`src/rtl/video_pkg.sv`:
```
`default_nettype none
// ============================================================================
//  Module      : video_pkg
//  Description : Shared types and constants for the scanline/sync output
//                stage: scanline dim-level encoding and the latency of the
//                upstream colour/monochrome pipe.
//  Revision    : 1.0 - initial release
// ============================================================================
package video_pkg;

    // Pixel latency (ce_pix cycles) of the colour/monochrome stage ahead of
    // the scanline block; the sync delay defaults to this so syncs line up.
    localparam int VIDEO_PIPE_LAT = 3;

    // Requested scanline dim level.
    typedef enum logic [1:0] {
        SCAN_OFF = 2'b00,   // no dimming
        SCAN_25  = 2'b01,   // x - x/4
        SCAN_50  = 2'b10,   // x/2
        SCAN_75  = 2'b11    // x/4
    } scan_mode_e;

endpackage : video_pkg
`default_nettype wire

```
`src/rtl/video_delay_line.sv`:
```
`default_nettype none
// ============================================================================
//  Module      : video_delay_line
//  Description : Pixel-enable gated shift register of DEPTH stages, WIDTH
//                bits wide, with synchronous active-low clear. DEPTH=0 gives
//                a straight wire.
//  Revision    : 1.0 - initial release
// ============================================================================
module video_delay_line #(
    parameter int WIDTH = 1,
    parameter int DEPTH = 1
) (
    input  logic             clk_vid,
    input  logic             reset_n,
    input  logic             ce_pix,
    input  logic [WIDTH-1:0] din,
    output logic [WIDTH-1:0] dout
);

    generate
        if (DEPTH == 0) begin : g_bypass
            assign dout = din;
        end else begin : g_shift
            logic [WIDTH-1:0] r_stage [DEPTH];

            // Shift one stage per pixel; reset clears every stage.
            always_ff @(posedge clk_vid) begin
                if (!reset_n) begin
                    for (int i = 0; i < DEPTH; i++) begin
                        r_stage[i] <= '0;
                    end
                end else if (ce_pix) begin
                    r_stage[0] <= din;
                    for (int i = 1; i < DEPTH; i++) begin
                        r_stage[i] <= r_stage[i-1];
                    end
                end
            end

            assign dout = r_stage[DEPTH-1];
        end
    endgenerate

endmodule : video_delay_line
`default_nettype wire

```
`src/rtl/video_scanline_sync.sv`:
```
`default_nettype none
// ============================================================================
//  Module      : video_scanline_sync
//  Description : Final video output stage. Re-aligns raw syncs/blanking with
//                a pixel stream that is SYNC_DELAY pixels late, tracks line
//                parity, applies scanline dimming on alternate lines and
//                registers the pixel, syncs and data-enable together.
//  Revision    : 1.0 - initial release
// ============================================================================
module video_scanline_sync
    import video_pkg::*;
#(
    parameter int SYNC_DELAY = VIDEO_PIPE_LAT,
    parameter int DATA_W     = 8
) (
    input  logic              clk_vid,
    input  logic              reset_n,
    input  logic              ce_pix,
    input  logic [DATA_W-1:0] R_IN,
    input  logic [DATA_W-1:0] G_IN,
    input  logic [DATA_W-1:0] B_IN,
    input  logic              HS_IN,
    input  logic              VS_IN,
    input  logic              HBL_IN,
    input  logic              VBL_IN,
    input  logic [1:0]        scan_mode,
    input  logic              scan_phase,
    output logic [DATA_W-1:0] R_OUT,
    output logic [DATA_W-1:0] G_OUT,
    output logic [DATA_W-1:0] B_OUT,
    output logic              HS_OUT,
    output logic              VS_OUT,
    output logic              DE_OUT
);

    // Bit positions inside the delayed sync bundle.
    localparam int SB_HS  = 3;
    localparam int SB_VS  = 2;
    localparam int SB_HBL = 1;
    localparam int SB_VBL = 0;

    logic [3:0]  w_sync_in;
    logic [3:0]  w_sync_d;
    logic        w_hs_d;
    logic        w_vs_d;
    logic        w_de_d;
    logic        w_hs_rise;
    logic        w_vs_rise;

    logic        r_hs_prev;
    logic        r_vs_prev;
    logic        r_line_odd;
    scan_mode_e  r_mode_q;

    logic        w_line_odd_nxt;
    scan_mode_e  w_mode_nxt;
    logic        w_dim;
    logic [DATA_W-1:0] w_r_pix;
    logic [DATA_W-1:0] w_g_pix;
    logic [DATA_W-1:0] w_b_pix;

    // Per-channel dim arithmetic; every result fits in DATA_W.
    function automatic logic [DATA_W-1:0] dim_chan(
        input logic [DATA_W-1:0] x,
        input scan_mode_e        m
    );
        logic [DATA_W-1:0] q;
        q = x >> 2;
        case (m)
            SCAN_25: dim_chan = x - q;
            SCAN_50: dim_chan = x >> 1;
            SCAN_75: dim_chan = q;
            default: dim_chan = x;
        endcase
    endfunction

    assign w_sync_in = {HS_IN, VS_IN, HBL_IN, VBL_IN};

    video_delay_line #(
        .WIDTH (4),
        .DEPTH (SYNC_DELAY)
    ) u_sync_dly (
        .clk_vid (clk_vid),
        .reset_n (reset_n),
        .ce_pix  (ce_pix),
        .din     (w_sync_in),
        .dout    (w_sync_d)
    );

    assign w_hs_d    = w_sync_d[SB_HS];
    assign w_vs_d    = w_sync_d[SB_VS];
    assign w_de_d    = ~w_sync_d[SB_HBL] & ~w_sync_d[SB_VBL];
    assign w_hs_rise = w_hs_d & ~r_hs_prev;
    assign w_vs_rise = w_vs_d & ~r_vs_prev;

    // Next parity / mode; the pixel that coincides with a sync edge already
    // uses the updated values. A VS edge clears parity even if HS also rises.
    always_comb begin
        w_line_odd_nxt = r_line_odd;
        w_mode_nxt     = r_mode_q;
        if (w_vs_rise) begin
            w_line_odd_nxt = 1'b0;
            w_mode_nxt     = scan_mode_e'(scan_mode);
        end else if (w_hs_rise) begin
            w_line_odd_nxt = ~r_line_odd;
        end
    end

    // Pixel selection: blank outside active video, dim on the chosen parity.
    always_comb begin
        w_dim   = (w_mode_nxt != SCAN_OFF) && (w_line_odd_nxt == scan_phase);
        w_r_pix = '0;
        w_g_pix = '0;
        w_b_pix = '0;
        if (w_de_d) begin
            if (w_dim) begin
                w_r_pix = dim_chan(R_IN, w_mode_nxt);
                w_g_pix = dim_chan(G_IN, w_mode_nxt);
                w_b_pix = dim_chan(B_IN, w_mode_nxt);
            end else begin
                w_r_pix = R_IN;
                w_g_pix = G_IN;
                w_b_pix = B_IN;
            end
        end
    end

    // Edge history, line parity and frame-latched dim mode.
    always_ff @(posedge clk_vid) begin
        if (!reset_n) begin
            r_hs_prev  <= 1'b0;
            r_vs_prev  <= 1'b0;
            r_line_odd <= 1'b0;
            r_mode_q   <= SCAN_OFF;
        end else if (ce_pix) begin
            r_hs_prev  <= w_hs_d;
            r_vs_prev  <= w_vs_d;
            r_line_odd <= w_line_odd_nxt;
            r_mode_q   <= w_mode_nxt;
        end
    end

    // Output registers: pixel, syncs and data-enable leave together.
    always_ff @(posedge clk_vid) begin
        if (!reset_n) begin
            R_OUT  <= '0;
            G_OUT  <= '0;
            B_OUT  <= '0;
            HS_OUT <= 1'b0;
            VS_OUT <= 1'b0;
            DE_OUT <= 1'b0;
        end else if (ce_pix) begin
            R_OUT  <= w_r_pix;
            G_OUT  <= w_g_pix;
            B_OUT  <= w_b_pix;
            HS_OUT <= w_hs_d;
            VS_OUT <= w_vs_d;
            DE_OUT <= w_de_d;
        end
    end

endmodule : video_scanline_sync
`default_nettype wire

```
`config.mk`:
```
export PLATFORM = sky130hd
export DESIGN_NAME = video_scanline_sync
export DESIGN_NICKNAME = d
export VERILOG_FILES = /design/src/rtl/video_pkg.sv /design/src/rtl/video_delay_line.sv /design/src/rtl/video_scanline_sync.sv
export SDC_FILE = /design/constraint.sdc
export NUM_CORES = 1
export LEC_CHECK = 0
export CAP_MARGIN = 20
export CORE_MARGIN = 10
export CORE_UTILIZATION = 52
export CTS_CLUSTER_SIZE = 8
export DETAILED_ROUTE_END_ITERATION = 10
export PLACE_DENSITY = 0.83
export SLEW_MARGIN = 20
export SYNTH_ARGS = -nofsm -noshare
export SYNTH_HDL_FRONTEND = slang
export SYNTH_SLANG_ARGS = --single-unit
```
`constraint.sdc`:
```
create_clock -name clk_vid -period 2.6 [get_ports clk_vid]
set_input_delay 0.65 -clock clk_vid [delete_from_list [all_inputs] [get_ports clk_vid]]
set_output_delay 0.65 -clock clk_vid [all_outputs]
set_load 0.03 [all_outputs]
```
# ---- Word level (Yosys, flattened, before mapping)
# Memories as Yosys holds them, arrays and structs flattened.
# Cells that the tools add are included.
dict set report word_totals {
  mem_bits_rw 12
  word_cells 48
  reg_bits 30
  output_inout_bits 27
  mem_count 1
}
# name depth width read_ports rd_ports_with_merged_regs write_ports line_no
set mem_list {}
lappend mem_list {u_sync_dly.g_shift.r_stage 3 4 3 0 3 video_delay_line.sv:24} ;# logic [WIDTH-1:0] r_stage [DEPTH];
dict set report classes {
  n_mux 19
  n_addsub 3
  reduce_logical 2
  n_eq_ne 4
  bitwise 11
}
# operator count
set op_table {}
lappend op_table {{one-hot mux 8 bit (3 select lines)} 3}
lappend op_table {{two-way mux 8 bit} 6}
lappend op_table {{subtractor 8 x 6 -> 8 bit} 3}
lappend op_table {{two-way mux 4 bit} 3}
lappend op_table {{two-way mux 1 bit} 6}
lappend op_table {{NOT 1 bit} 5}
lappend op_table {{equality test 2 bit (second input constant)} 2}
lappend op_table {{bitwise AND 1 bit} 3}
lappend op_table {{bitwise OR 1 bit} 3}
lappend op_table {{equality test 2 x 1 -> 1 bit (second input constant)} 1}
lappend op_table {{two-way mux 2 bit} 1}
lappend op_table {{nonzero test 2 bit} 1}
lappend op_table {{equality test 1 bit} 1}
lappend op_table {{logical AND 1 bit} 1}

# ---- Longest topological paths before layout
dict set report depth {
  depth_word 8
  mapped_depth 10
}

# ---- Cells and area by module
# From an unflattened synthesis, not the netlist that was laid out.
dict set report unflattened {
  hier_cells 359
  area_unflattened_um2 3221.8
}
# mod seq_area_each_um2 area_each_um2 instances cells_each
set modules_own_cells {}
lappend modules_own_cells {video_scanline_sync 600.6 2731.4 1 328}
lappend modules_own_cells {video_delay_line 360.3 490.5 1 31}

# ---- Least setup slack after synthesis
# OpenSTA, ideal clock, no wires.
dict set report synth_timing {
  path_type {input to register}
  start {input B_IN[0]}
  end {register B_OUT[6]}
  setup_ns 0.123
  arrival_ns 2.150
  required_time_ns 2.477
  stages 10
  path_buffers 0
  path_slack_ns 0.327
  path_cell_list {inv_1 -> ha_1 -> inv_1 -> fa_1 -> a211oi_1 -> o21bai_1 -> a21oi_1 -> xnor2_1 -> a211oi_1 -> a21oi_1}
}
dict set report synth_via {
  elab_chain_cells 4
}
# item line_no
set synth_rtl {}
lappend synth_rtl {{start, declared} video_scanline_sync.sv:21} ;# input logic [DATA_W-1:0] B_IN,
lappend synth_rtl {{subtractor 8 x 6 -> 8 bit} video_scanline_sync.sv:70} ;# SCAN_25: dim_chan = x - q;
lappend synth_rtl {{one-hot mux 8 bit (3 select lines)} video_scanline_sync.sv:69} ;# case (m)
lappend synth_rtl {{two-way mux 8 bit} video_scanline_sync.sv:116} ;# if (w_dim) begin
lappend synth_rtl {{two-way mux 8 bit} video_scanline_sync.sv:115} ;# if (w_de_d) begin
lappend synth_rtl {{end signal, assigned} video_scanline_sync.sv:155} ;# B_OUT <= w_b_pix;
lappend synth_rtl {{end, declared} video_scanline_sync.sv:30} ;# output logic [DATA_W-1:0] B_OUT,
# No other way between the ends.
# A chain may end at the register's enable or synchronous reset.

# ---- Worst setup path after layout
dict set report layout_timing {
  start {input G_IN[0]}
  end {register G_OUT[6]}
}
dict set report layout_via {
  elab_chain_cells 4
}
# item line_no
set layout_rtl {}
lappend layout_rtl {{start, declared} video_scanline_sync.sv:20} ;# input logic [DATA_W-1:0] G_IN,
lappend layout_rtl {{subtractor 8 x 6 -> 8 bit} video_scanline_sync.sv:70}
lappend layout_rtl {{one-hot mux 8 bit (3 select lines)} video_scanline_sync.sv:69}
lappend layout_rtl {{two-way mux 8 bit} video_scanline_sync.sv:116}
lappend layout_rtl {{two-way mux 8 bit} video_scanline_sync.sv:115}
lappend layout_rtl {{end signal, assigned} video_scanline_sync.sv:154} ;# G_OUT <= w_g_pix;
lappend layout_rtl {{end, declared} video_scanline_sync.sv:29} ;# output logic [DATA_W-1:0] G_OUT,
# No other way between the ends.

==> flow_metrics.env <==
export IMPL_required_ns=2.80
export IMPL_met3_usage_pct=4.32
export IMPL_whs_ns=0.451
export IMPL_final_nets=513
export IMPL_place_ws_ns=-0.272
export IMPL_cp_arrival_ns=2.79
export IMPL_grt_pass1_wl_mm=15.0
export IMPL_relSlewSlack_pct=70.7
export IMPL_vias_per_cell=5.82
export IMPL_yosys_warnings=0
export IMPL_setup_slack_ns=0.0142
export IMPL_port_buffer_count=60
export IMPL_fin_util_pct=76.0
export IMPL_synth_cell_types=46
export IMPL_syn_num_nets=411
export IMPL_initial_utilization_pct=53.8
export IMPL_firstDrtPassIters=7
export IMPL_cts_reportedPaths_clkPinSlew_ns=0.09
export IMPL_grt_pass1_vias=3173
export IMPL_cp_end_kind="flip-flop"
export IMPL_powerDensity_nw_per_um2=493
export IMPL_drt_iter0_drc=227
export IMPL_period_needed_ns=2.59
export IMPL_io_pins=61
export IMPL_synth_seq_cells=42
export IMPL_die_width_um=95.5
export IMPL_detail_route_antenna_nets=0
export IMPL_syn_avg_cell_area_um2=8.32
export IMPL_worstMarginPinSlew_ns=0.439
export IMPL_setup_viol=0
export IMPL_gp_congestion=0.927
export IMPL_htree_levels=2
export IMPL_crit_fanout=2
export IMPL_grt_total_usage_pct=20.2
export IMPL_final_area_um2=4190
export IMPL_fillers=382
export IMPL_diodes=0
export IMPL_drive_above_1_share_pct=18.5
export IMPL_die_y_um=95.5
export IMPL_min_period_over_period_pct=99.5
export IMPL_tritoncts="yes"
export IMPL_drv_slew=0
export IMPL_insertion_delay_ns=0.31
export IMPL_total_leakage_power_nw=1.78
export IMPL_std_cell_rows=27
export IMPL_busiest_layer="met2"
export IMPL_grt_start_max_net_pins=21
export IMPL_syn_inst=356
export IMPL_synth_area_um2=2960
export IMPL_async_flop_share_pct=0
export IMPL_min_path_type="flip-flop to flip-flop"
export IMPL_core_area_um2=5510
export IMPL_status="completed"
export IMPL_placed_area_um2=3970
export IMPL_rsz0062_at_grt="true"
export IMPL_met1_usage_pct=23.6
export IMPL_numCtsBuffers=5
export IMPL_vias=3093
export IMPL_antenna_found_initial=0
export IMPL_cts_root_buf="clkbuf_8"
export IMPL_ctsHoldBuffers=0
export IMPL_hpwl_mm=6.61
export IMPL_grt_use_met2_pct=35.0
export IMPL_synthFlopType="dfxtp_1"
export IMPL_drc=0
export IMPL_synth_yosys_seq_area_share_pct=32.5
export IMPL_syn2layout_area_growth_pct=41.4
export IMPL_fmax_mhz=387
export IMPL_totalWireLength_mm=9.41
export IMPL_wl_per_cell_um=17.7
export IMPL_fp_dieArea_um2=9110
export IMPL_worstSetupStartpointType="input port"
export IMPL_maxCapViolCount=0
export IMPL_clk_path_buf_depth=2
export IMPL_clock_sinks=42
export IMPL_ir_worst_vdd_uv=309
export IMPL_synth_edf_count=12
export IMPL_critPathKind="input port to flip-flop"
export IMPL_overflow=0
export IMPL_skew_ns=0.00771
export IMPL_hold_violations=0
[logic make-up (layout without fill, tap and decap cells)]
family / count (synthesis) / after routing / synth area share, %
AOI/OAI and AO/OA: 127 / 127 / 27.7
adders and majority gates: 21 / 21 / 9.64
muxes: 9 / 9 / 3.68
xor gates and xnor gates: 10 / 10 / 2.96
DFF: 42 / 42 / 32.5
and+or+nand+nor: 107 / 107 / 17.6
buffers and inverters: 40 / 143 / 5.92
[final cells by class]
class | count | area (µm²) | area share (%)
tap | 72 | 90.1 | 2.15
multi-input combinational | 274 | 1900 | 45.3
clock buffer | 5 | 68.8 | 1.64
sequential | 42 | 961 | 23.0
timing repair buffer | 113 | 1020 | 24.3
clock inverter | 3 | 68.8 | 1.64
inverter | 22 | 82.6 | 1.97
[placed cells by master, fill, tap and decap left out, types with 3 or more instances in the layout]
master,Yosys,final
xnor2_1,6,6
o21bai_1,3,3
dfxtp_1,30,30
clkdlybuf4s50_1,0,57
a21oi_2,1,3
nand2_1,48,48
clkbuf_8,0,5
mux2i_1,6,5
o21ai_1,13,15
and3_1,12,12
dlymetal6s2s_1,0,3
a22o_1,3,3
edfxtp_1,12,12
a211oi_2,0,4
a31oi_1,3,3
nor3_1,12,11
a311oi_1,6,4
a211oi_1,17,13
ha_1,18,18
buf_4,3,52
o21ai_0,40,38
inv_1,22,21
a21oi_1,19,17
a21o_1,4,4
o22ai_1,3,3
o21a_1,6,6
nor2b_1,4,3
xor2_1,4,4
nor2_1,19,19
nand2b_1,5,5
[per-stage QoR]
stage / total power [W] / cells / setup TNS [ns]
detailed placement: 0.00139 / 521 / -2.26
CTS: 0.00203 / 529 / 0
global route: 0.00215 / 531 / -0.254
finish: 0.00206 / 531 / 0
floorplan: 0.00111 / 356 / 0
global placement: 0.00137 / 521 / -1.52
[layer usage]
layer  wire [µm]  vias up
li1            -     1489
met1        3620     1447
met2        4870      131
met3         697       26
met4         216        0
met5           0        -
[Yosys cell counts, types with 2 or more instances]
master / count / area [µm²]
o21bai_1: 3 / 22.5
nand2_1: 48 / 180
a211oi_1: 17 / 128
a311oi_1: 6 / 52.6
xnor2_1: 6 / 52.6
nand4b_1: 2 / 17.5
o21a_1: 6 / 45.0
o21ai_1: 13 / 65.1
o21ai_0: 40 / 200
o22ai_1: 3 / 18.8
buf_4: 3 / 22.5
dfxtp_1: 30 / 601
clkbuf_1: 8 / 30.0
ha_1: 18 / 225
buf_2: 5 / 25.0
a31oi_1: 3 / 18.8
and3_1: 12 / 75.1
inv_1: 22 / 82.6
a21o_1: 4 / 30.0
nand2b_1: 5 / 31.3
a22o_1: 3 / 26.3
edfxtp_1: 12 / 360
fa_1: 3 / 60.1
a21oi_1: 19 / 95.1
xor2_1: 4 / 35.0
nor3_1: 12 / 60.1
mux2i_1: 6 / 60.1
o31ai_1: 4 / 30.0
nor2_1: 19 / 71.3
nor2b_1: 4 / 25.0
[sequential cells by signal, summed over array words and instances (netlist names)]
register                    flops
B_OUT                           8
DE_OUT                          1
G_OUT                           8
HS_OUT                          1
R_OUT                           8
VS_OUT                          1
r_line_odd                      1
r_mode_q                        2
u_sync_dly.g_shift.r_stage     12
[final timing paths]
path	startpoint	to	slack [ns]	depth (start not counted)
setup reg to reg	u_sync_dly.g_shift.r_stage[0][10]	B_OUT[4]	0.50	6
setup / recovery	G_IN[0]	G_OUT[6]	0.01	11
hold reg to reg	G_OUT[4]	G_OUT[4]	0.45	2
hold / removal	G_OUT[4]	G_OUT[4]	0.45	2
[where the power goes]
group	leakage, nW	switching [W]	internal, W
clock	0.0683	0.000260	0.000385
combinational	1.33	0.000369	0.000311
sequential	0.377	0.0000223	0.000716
total	1.78	0.000651	0.00141
[timing repair]
item / in CTS / in global routing
buffers inserted: 0 / 2
setup endpoints to repair: 1 / 8
endpoints found under the hold margin: 0 / 0
pin swaps: 0 / 6
gates resized for setup: 1 / 17
[worst max-delay path, cell delays in order]
cell and delay (ns):
clkdlybuf4s50_1 0.46, inv_1 0.11, ha_1 0.17, inv_1 0.06
fa_1 0.39, a211oi_2 0.23, o21bai_1 0.15, a21oi_2 0.19
xnor2_1 0.08, a211oi_1 0.23, a21oi_1 0.06
Power figures use the tool's default switching activity.
